## src/rtl/mode_loop.sv

```systemverilog
// mode_loop: master/worker run controller.
//
// A master FSM accepts a start request, latches a run length and a round
// count, and launches each round on a worker counter FSM. The worker counts
// 1..L and then signals round exit; after the last round the master pulses
// done. abort cancels a run in progress.
//
// Ports:
//   clk      in   1      clock, rising edge
//   rst      in   1      asynchronous active-high reset
//   start    in   1      run request, sampled only while idle
//   len      in   CNT_W  counts per round (0 treated as 1), latched on start
//   rounds   in   RND_W  number of rounds (0 treated as 1), latched on start
//   abort    in   1      cancels the current run, sampled only while busy
//   busy     out  1      run in progress
//   done     out  1      one-cycle pulse on normal completion
//   aborted  out  1      one-cycle pulse on abort
//   cnt      out  CNT_W  worker count, 0 while the worker is idle
//   round    out  RND_W  current round index, 0-based
module mode_loop #(
    parameter int CNT_W = 4,
    parameter int RND_W = 3
) (
    input  logic             clk,
    input  logic             rst,
    input  logic             start,
    input  logic [CNT_W-1:0] len,
    input  logic [RND_W-1:0] rounds,
    input  logic             abort,
    output logic             busy,
    output logic             done,
    output logic             aborted,
    output logic [CNT_W-1:0] cnt,
    output logic [RND_W-1:0] round
);

    typedef enum logic [1:0] {
        M_IDLE = 2'd0,
        M_RUN  = 2'd1,
        M_LAST = 2'd2
    } m_state_t;

    typedef enum logic {
        W_S0 = 1'b0,
        W_S1 = 1'b1
    } w_state_t;

    localparam logic [CNT_W-1:0] CNT_ONE = CNT_W'(1'b1);
    localparam logic [RND_W-1:0] RND_ONE = RND_W'(1'b1);

    m_state_t         m_state_q, m_state_d;
    w_state_t         w_state_q, w_state_d;
    logic [CNT_W-1:0] len_q, len_d;       // effective L, never 0
    logic [RND_W-1:0] rnds_q, rnds_d;     // effective R, never 0
    logic             busy_q, busy_d;
    logic             done_q, done_d;
    logic             aborted_q, aborted_d;
    logic [CNT_W-1:0] cnt_q, cnt_d;
    logic [RND_W-1:0] round_q, round_d;
    logic             enter_s;
    logic             exit_s;

    // Worker reaches the end of its round once the count has caught up with L.
    assign exit_s = (w_state_q == W_S1) && (cnt_q >= len_q);

    // Next-state logic for both FSMs, with abort applied last so it overrides.
    always_comb begin
        m_state_d = m_state_q;
        w_state_d = w_state_q;
        len_d     = len_q;
        rnds_d    = rnds_q;
        busy_d    = busy_q;
        done_d    = 1'b0;
        aborted_d = 1'b0;
        cnt_d     = cnt_q;
        round_d   = round_q;
        enter_s   = 1'b0;

        case (m_state_q)
            M_IDLE: begin
                busy_d = 1'b0;
                if (start) begin
                    m_state_d = M_RUN;
                    enter_s   = 1'b1;
                    busy_d    = 1'b1;
                    round_d   = '0;
                    len_d     = (len == '0) ? CNT_ONE : len;
                    rnds_d    = (rounds == '0) ? RND_ONE : rounds;
                end else begin
                    m_state_d = M_IDLE;
                end
            end
            M_RUN: begin
                if (exit_s) begin
                    if (round_q < (rnds_q - RND_ONE)) begin
                        enter_s = 1'b1;
                        round_d = round_q + RND_ONE;
                    end else begin
                        m_state_d = M_LAST;
                        done_d    = 1'b1;
                    end
                end else begin
                    m_state_d = M_RUN;
                end
            end
            M_LAST: begin
                m_state_d = M_IDLE;
                busy_d    = 1'b0;
            end
            default: begin
                m_state_d = M_IDLE;
                busy_d    = 1'b0;
                round_d   = '0;
            end
        endcase

        case (w_state_q)
            W_S0: begin
                cnt_d = '0;
                if (enter_s) begin
                    w_state_d = W_S1;
                end else begin
                    w_state_d = W_S0;
                end
            end
            W_S1: begin
                if (exit_s) begin
                    // A back-to-back round re-enters directly, leaving one
                    // cycle of cnt=0 between rounds.
                    cnt_d     = '0;
                    w_state_d = enter_s ? W_S1 : W_S0;
                end else begin
                    cnt_d = cnt_q + CNT_ONE;
                end
            end
            default: begin
                w_state_d = W_S0;
                cnt_d     = '0;
            end
        endcase

        // Illegal master encodings also park the worker.
        if ((m_state_q != M_IDLE) && (m_state_q != M_RUN) && (m_state_q != M_LAST)) begin
            w_state_d = W_S0;
            cnt_d     = '0;
        end else begin
            w_state_d = w_state_d;
        end

        if (busy_q && abort) begin
            m_state_d = M_IDLE;
            w_state_d = W_S0;
            cnt_d     = '0;
            busy_d    = 1'b0;
            round_d   = '0;
            done_d    = 1'b0;
            aborted_d = 1'b1;
        end else begin
            aborted_d = 1'b0;
        end
    end

    // State and registered outputs.
    always_ff @(posedge clk or posedge rst) begin
        if (rst) begin
            m_state_q <= M_IDLE;
            w_state_q <= W_S0;
            len_q     <= CNT_ONE;
            rnds_q    <= RND_ONE;
            busy_q    <= 1'b0;
            done_q    <= 1'b0;
            aborted_q <= 1'b0;
            cnt_q     <= '0;
            round_q   <= '0;
        end else begin
            m_state_q <= m_state_d;
            w_state_q <= w_state_d;
            len_q     <= len_d;
            rnds_q    <= rnds_d;
            busy_q    <= busy_d;
            done_q    <= done_d;
            aborted_q <= aborted_d;
            cnt_q     <= cnt_d;
            round_q   <= round_d;
        end
    end

    assign busy    = busy_q;
    assign done    = done_q;
    assign aborted = aborted_q;
    assign cnt     = cnt_q;
    assign round   = round_q;

endmodule
```

## config.mk

```make
export PLATFORM = sky130hd
export DESIGN_NAME = mode_loop
export DESIGN_NICKNAME = d
export VERILOG_FILES = /design/src/rtl/mode_loop.sv
export SDC_FILE = /design/constraint.sdc
export NUM_CORES = 1
export LEC_CHECK = 0
export CAP_MARGIN = 20
export CORE_MARGIN = 10
export CORE_UTILIZATION = 40
export DETAILED_ROUTE_END_ITERATION = 16
export PLACE_DENSITY = 0.77
export SYNTH_ARGS = -nofsm -noshare
export SYNTH_HDL_FRONTEND = slang
export SYNTH_SLANG_ARGS = --single-unit
```

## constraint.sdc

```tcl
create_clock -name clk -period 2.2 [get_ports clk]
set_input_delay 0.55 -clock clk [delete_from_list [all_inputs] [get_ports clk]]
set_output_delay 0.55 -clock clk [all_outputs]
set_load 0.05 [all_outputs]
```

* Yosys cells after proc, flatten, opt, wreduce, memory -nomap -nowiden *
Index checks and enable logic that the tools add are counted.

operators by class
  add/sub/neg operators = 3
  multipliers = 0
  div/mod/pow operators = 0
  order comparisons = 2
  equality and inequality tests = 10
  shift-type cells = 0
  multiplexer cells = 32
  bitwise operators = 1
  reduce and logical (&&, ||, !) cells = 10

operator list
  kind                 count
  $mux 4               4
  $mux 3               5
  $mux 1               14
  $ne 3x3->1 const B   3
  $pmux 3 s3           1
  $pmux 4 s2           1
  $mux 2               3
  $ne 2x2->1 const B   3
  $pmux 1 s2           3
  $add 4x1->4 const B  1
  $ge 4x4->1           1
  $logic_and 1x1->1    4
  $logic_not 4->1      1
  $ne 4x4->1 const B   1
  $pmux 2 s2           1
  $reduce_and 4->1     1
  $add 3x1->3 const B  1
  $logic_not 3->1      1
  $lt 3x3->1           1
  $sub 3x1->3 const B  1
  $eq 2x1->1 const B   1
  $eq 2x2->1 const B   1
  $logic_not 2->1      1
  $ne 2x1->1 const B   1
  3 further kinds      3

word-level totals
  flip-flop bits (word level) = 20
  latch bits = 0
  memory bits (writable) = 0
  ROM bits = 0
  input port bits = 11
  output and inout bits = 10
  logic and storage cells = 67
  memories = 0

* Longest topological paths before layout *
  word-level depth = 10
  gate-level depth with buffers = 9
  mapped depth without buffers = 9

* Worst setup path before layout *
Ideal clock, no wire load.

  path type = register to register
  start = register rnds_q[0]
  end = register round_q[0], in the netlist round[0]
  setup time = 144 ps
  data arrival time = 2025 ps
  data required time = 2056 ps
  path slack = 31 ps
  stages on the path, launching flop included = 10
  path buffers = 0
  clock period less this slack = 2169 ps
  path through = dfstp_2 > inv_1 > ha_1 > xnor2_1 > ha_1 > o211a_1 > a211oi_4 > nand4_1 > a21boi_1 > mux2i_1

on the way
  cells in the longest elaborated chain, start to end = 4

RTL lines
  element                            RTL line  RTL
  start, declared                    54        logic [RND_W-1:0] rnds_q, rnds_d;
  start signal, assigned             179       rnds_q <= rnds_d;
  $sub 3x1->3                        95        if (round_q < (rnds_q - RND_ONE)) begin
  $lt 3x3->1                         95
  $ne 3x3->1 (no source line)        n/a
  $reduce_and 4->1 (no source line)  n/a
  end signal, assigned               184       round_q <= round_d;
  end, declared                      59        logic [RND_W-1:0] round_q, round_d;

Every way passes these cells.
A chain may end at the register's enable or synchronous reset.

* Worst setup path after layout *
Ends and elaborated chain as after synthesis.

==> summary.md <==
| Metric | Value |
|---|---|
| Run status | finished, final reports clean |
| CP max stage delay | 560 ps |
| VDD IR-drop max | 0.7221 mV |
| Initial DRC count | 50 |
| FILL cells | between 200 and 250 |
| Worst-path clk slew | 110 ps |
| Drc violations | 0 |
| Worst Tran Pin Value | 532.9 ps |
| Total of warnings raised by yosys | 0 |
| Leak Pwr | 0.6487 nW |
| Hold_buf cts | 0 |
| Syn nets | ~120 |
| Vias after detailed routing | 779 |
| Metal-1 WL | a little over 900 µm |
| Worst skew pair latency | 300 ps |
| Max-cap violations | 0 |
| HPWL Detailed | between 1500 and 2000 µm |
| Top-area cell type share of the netlist area | 0.4353 |
| Synth Cell Area | 1035 µm² |
| Most instantiated library cell after synthesis | dfrtp_1 |
| Number of synthesized flops with an enable pin | 0 |
| Post-Synth XOR/XNOR Area | 0.02539 |
| Async set or reset register ratio after synthesis | 1.000 |
| DR top layer | met4 |
| Root buf cell | clkbuf_4 |
| CP max stage cell | dfstp_2 |
| Area delta synth->final | 31.32% |
| Final core area utilization | 0.5485 |
| Reg power frac | 0.328 |
| Core ar. | 2477 µm² |
| WS Path Type | register to register |
| Synth Register Bits | 20 |
| RSZ-0062 raised after global routing | true |
| Diodes inserted | 0 |
| Worst slack at placement | -3.633 ps |
| Rel. slew slack | 0.6441 |
| Fmax | 466.3 MHz |
| Vias per cell | between 4 and 5 |
| Final ANT Viol Nets | 0 |
| Pwr Total | approximately 1.9 mW |
| Net Sw Power | 0.8050 mW |
| Setup Skew | 3.640 ps |
| Critical Path Start Type | register |
| Seq/Total Area, Yosys | 0.4861 |
| # setup viols final | 0 |
| Initial antenna violation count | 0 |
| Global route total overflow | 0 |
| IO Pins | 21 |
| Pwr dens | 1383 nW/µm² |
| Crit-path max FO | 2 |
| Hold Violations, Final | 0 |
| DIE AREA | ~5000 µm² |
| Clock share of power | 0.114 |
| Post-Place Cells | 152 |
| Final WL | about 2100 µm |
| Synth Area in Simple Gates | 0.1536 |
| Routed length per instance | 13.54 µm |
| Clock Sinks | 20 |
| Total GRT Usage | 0.08673 |
| Post-Synth Adder-Cell Area | 0.1088 |
| Fin worst setup slack | 55.59 ps |
| Synth top cells by count | dfrtp_1, inv_1, ha_1, o21ai_0, nor2_1 |
| Met2 routed wirelength | roughly 1100 µm |
| Cell internal pwr | approximately 1.1 mW |
| Row cnt | 18 |
| Primary FF master, synth | dfrtp_1 |
| GP Congestion | around 0.73 |
| Switching part of the total | 0.4283 |
| Synth Area in Compound Gates | 0.1451 |
| Die outline height | just over 70 µm |
| Hold_ws | approximately 500 ps |
| First-pass GRT wire length | 3663 µm |
| CP Capture Type | register |
| Crit-path cells | inv_2 -> ha_4 -> xnor2_2 -> ha_1 -> o211a_1 -> a211oi_4 -> nand4_1 -> a21boi_2 -> mux2i_1 |
| Main combinational cell family by area after synthesis | simple AND/OR/NAND/NOR gates |
| Fin crit period | about 2100 ps |
| Mux cell area share after synthesis | 0.02056 |
| Design area | between 1000 and 1500 µm² |
| I/O Buffers | 20 |
| Synthesized instance count | roughly 100 |
| Crit share post-route | 0.9747 |
| Num CTS Buffers | 3 |
| Initial core utilization | 0.4177 |
| CTS tree | built |
| H-tree Lvls | 1 |
| Fin cells | 157 |
| Placed Area | 1289 µm² |
| Hold Path Class | register to register |
| Yosys cell types | 32 |
| Final #Nets | 148 |
| Area contributors post-synth | dfrtp_1, ha_1, dfstp_2 |
| Avg Cell Area, Syn | between 10 and 15 µm² |
| Synth area leader | dfrtp_1 |
| TritonRoute pass-1 iters | 4 |
| Data required, critical path | 2400 ps |
| Share of layout cells above drive strength 1 | 0.1496 |
| CTS Buffer Depth | 2 |
| Setup TNS | 0 ps |
| Metal3 WL | 102 µm |
| WP data arrival | approximately 2300 ps |
| Vias in the first global route | a little over 800 |
| Die X | 70.86 µm |
| Combinational share of power | 0.559 |
| Final Max Slew Viols | 0 |
| Largest net degree at the start of global routing | 21 |
==> kinds of logic after synthesis <==
family,after synthesis
multiplexers,2
AO/OA/AOI/OAI,22
buffers and inverters,16
adder cells (fa/ha/maj),9
flip-flops,20
XOR/XNOR,3
AND/OR/NAND/NOR,29
==> path summary, 6_finish.rpt <==
kind	startpoint	endpoint	slack [ps]	cells after the start
setup / recovery	rnds_q[0]	round[0]	60	9
hold / removal	len_q[0]	len_q[0]	510	2
setup reg to reg	rnds_q[0]	round[0]	60	9
hold reg to reg	len_q[0]	len_q[0]	510	2
max in group asynchronous	rst	len_q[0]	1380	3
min in group asynchronous	rst	rnds_q[1]	550	3
==> critical path, delay by kind of cell, from the launching register on <==
| family | cells | cell delay, ps |
|---|---|---|
| compound gates | 3 | 560 |
| xor+xnor | 1 | 120 |
| fa+ha+maj | 2 | 460 |
| buf+inv | 1 | 50 |
| flops | 1 | 560 |
| mux | 1 | 90 |
| simple gates | 1 | 180 |
==> sequential cells by signal, summed over array words and instances (netlist names) <==
name,cells
round,3
busy,1
rnds_q,3
done,1
cnt,4
aborted,1
m_state_q,2
w_state_q,1
len_q,4
==> cells in the final DEF (no fill, tap or decap), types with 5 or more instances in the layout <==
master,instances
nor2_1,8
dfrtp_1,18
inv_1,12
nand2_1,6
o21ai_0,8
buf_4,5
ha_1,8
clkdlybuf4s50_1,19
==> power by group through the flow <==
stage | sequential (mW) | combinational [mW] | clock (mW)
5_1_grt | 0.639 | 1.17 | 0.237
6_report | 0.616 | 1.05 | 0.213
3_3_place_gp | 0.613 | 0.938 | 0
4_1_cts | 0.613 | 0.976 | 0.221
3_5_place_dp | 0.623 | 0.972 | 0
2_1_floorplan | 0.759 | 0.558 | 0
==> metal layers <==
layer  GRT usage  up-vias
li1            -      400
met4     0.04516        0
met5           0        -
met3     0.02232        4
met1     0.09385      362
met2      0.1513       13
==> layout make-up <==
cell class / count / area [µm²] / area share
tap: 30 / 37.54 / 0.02762
inverter: 13 / 48.80 / 0.03591
clock buffer: 4 / 36.28 / 0.02670
timing repair buffer: 25 / 240.2 / 0.1768
multi-input combinational: 65 / 493.0 / 0.3628
sequential: 20 / 503.0 / 0.3702
==> repair_timing <==
item                                    in CTS  in global routing
endpoints found under the setup margin       1                  8
endpoints found under the hold margin        0                  0
pin swaps                                    1                  7
resized for setup                            0                  7
buffers inserted                             0                  1
Power figures use the tool's default switching activity.
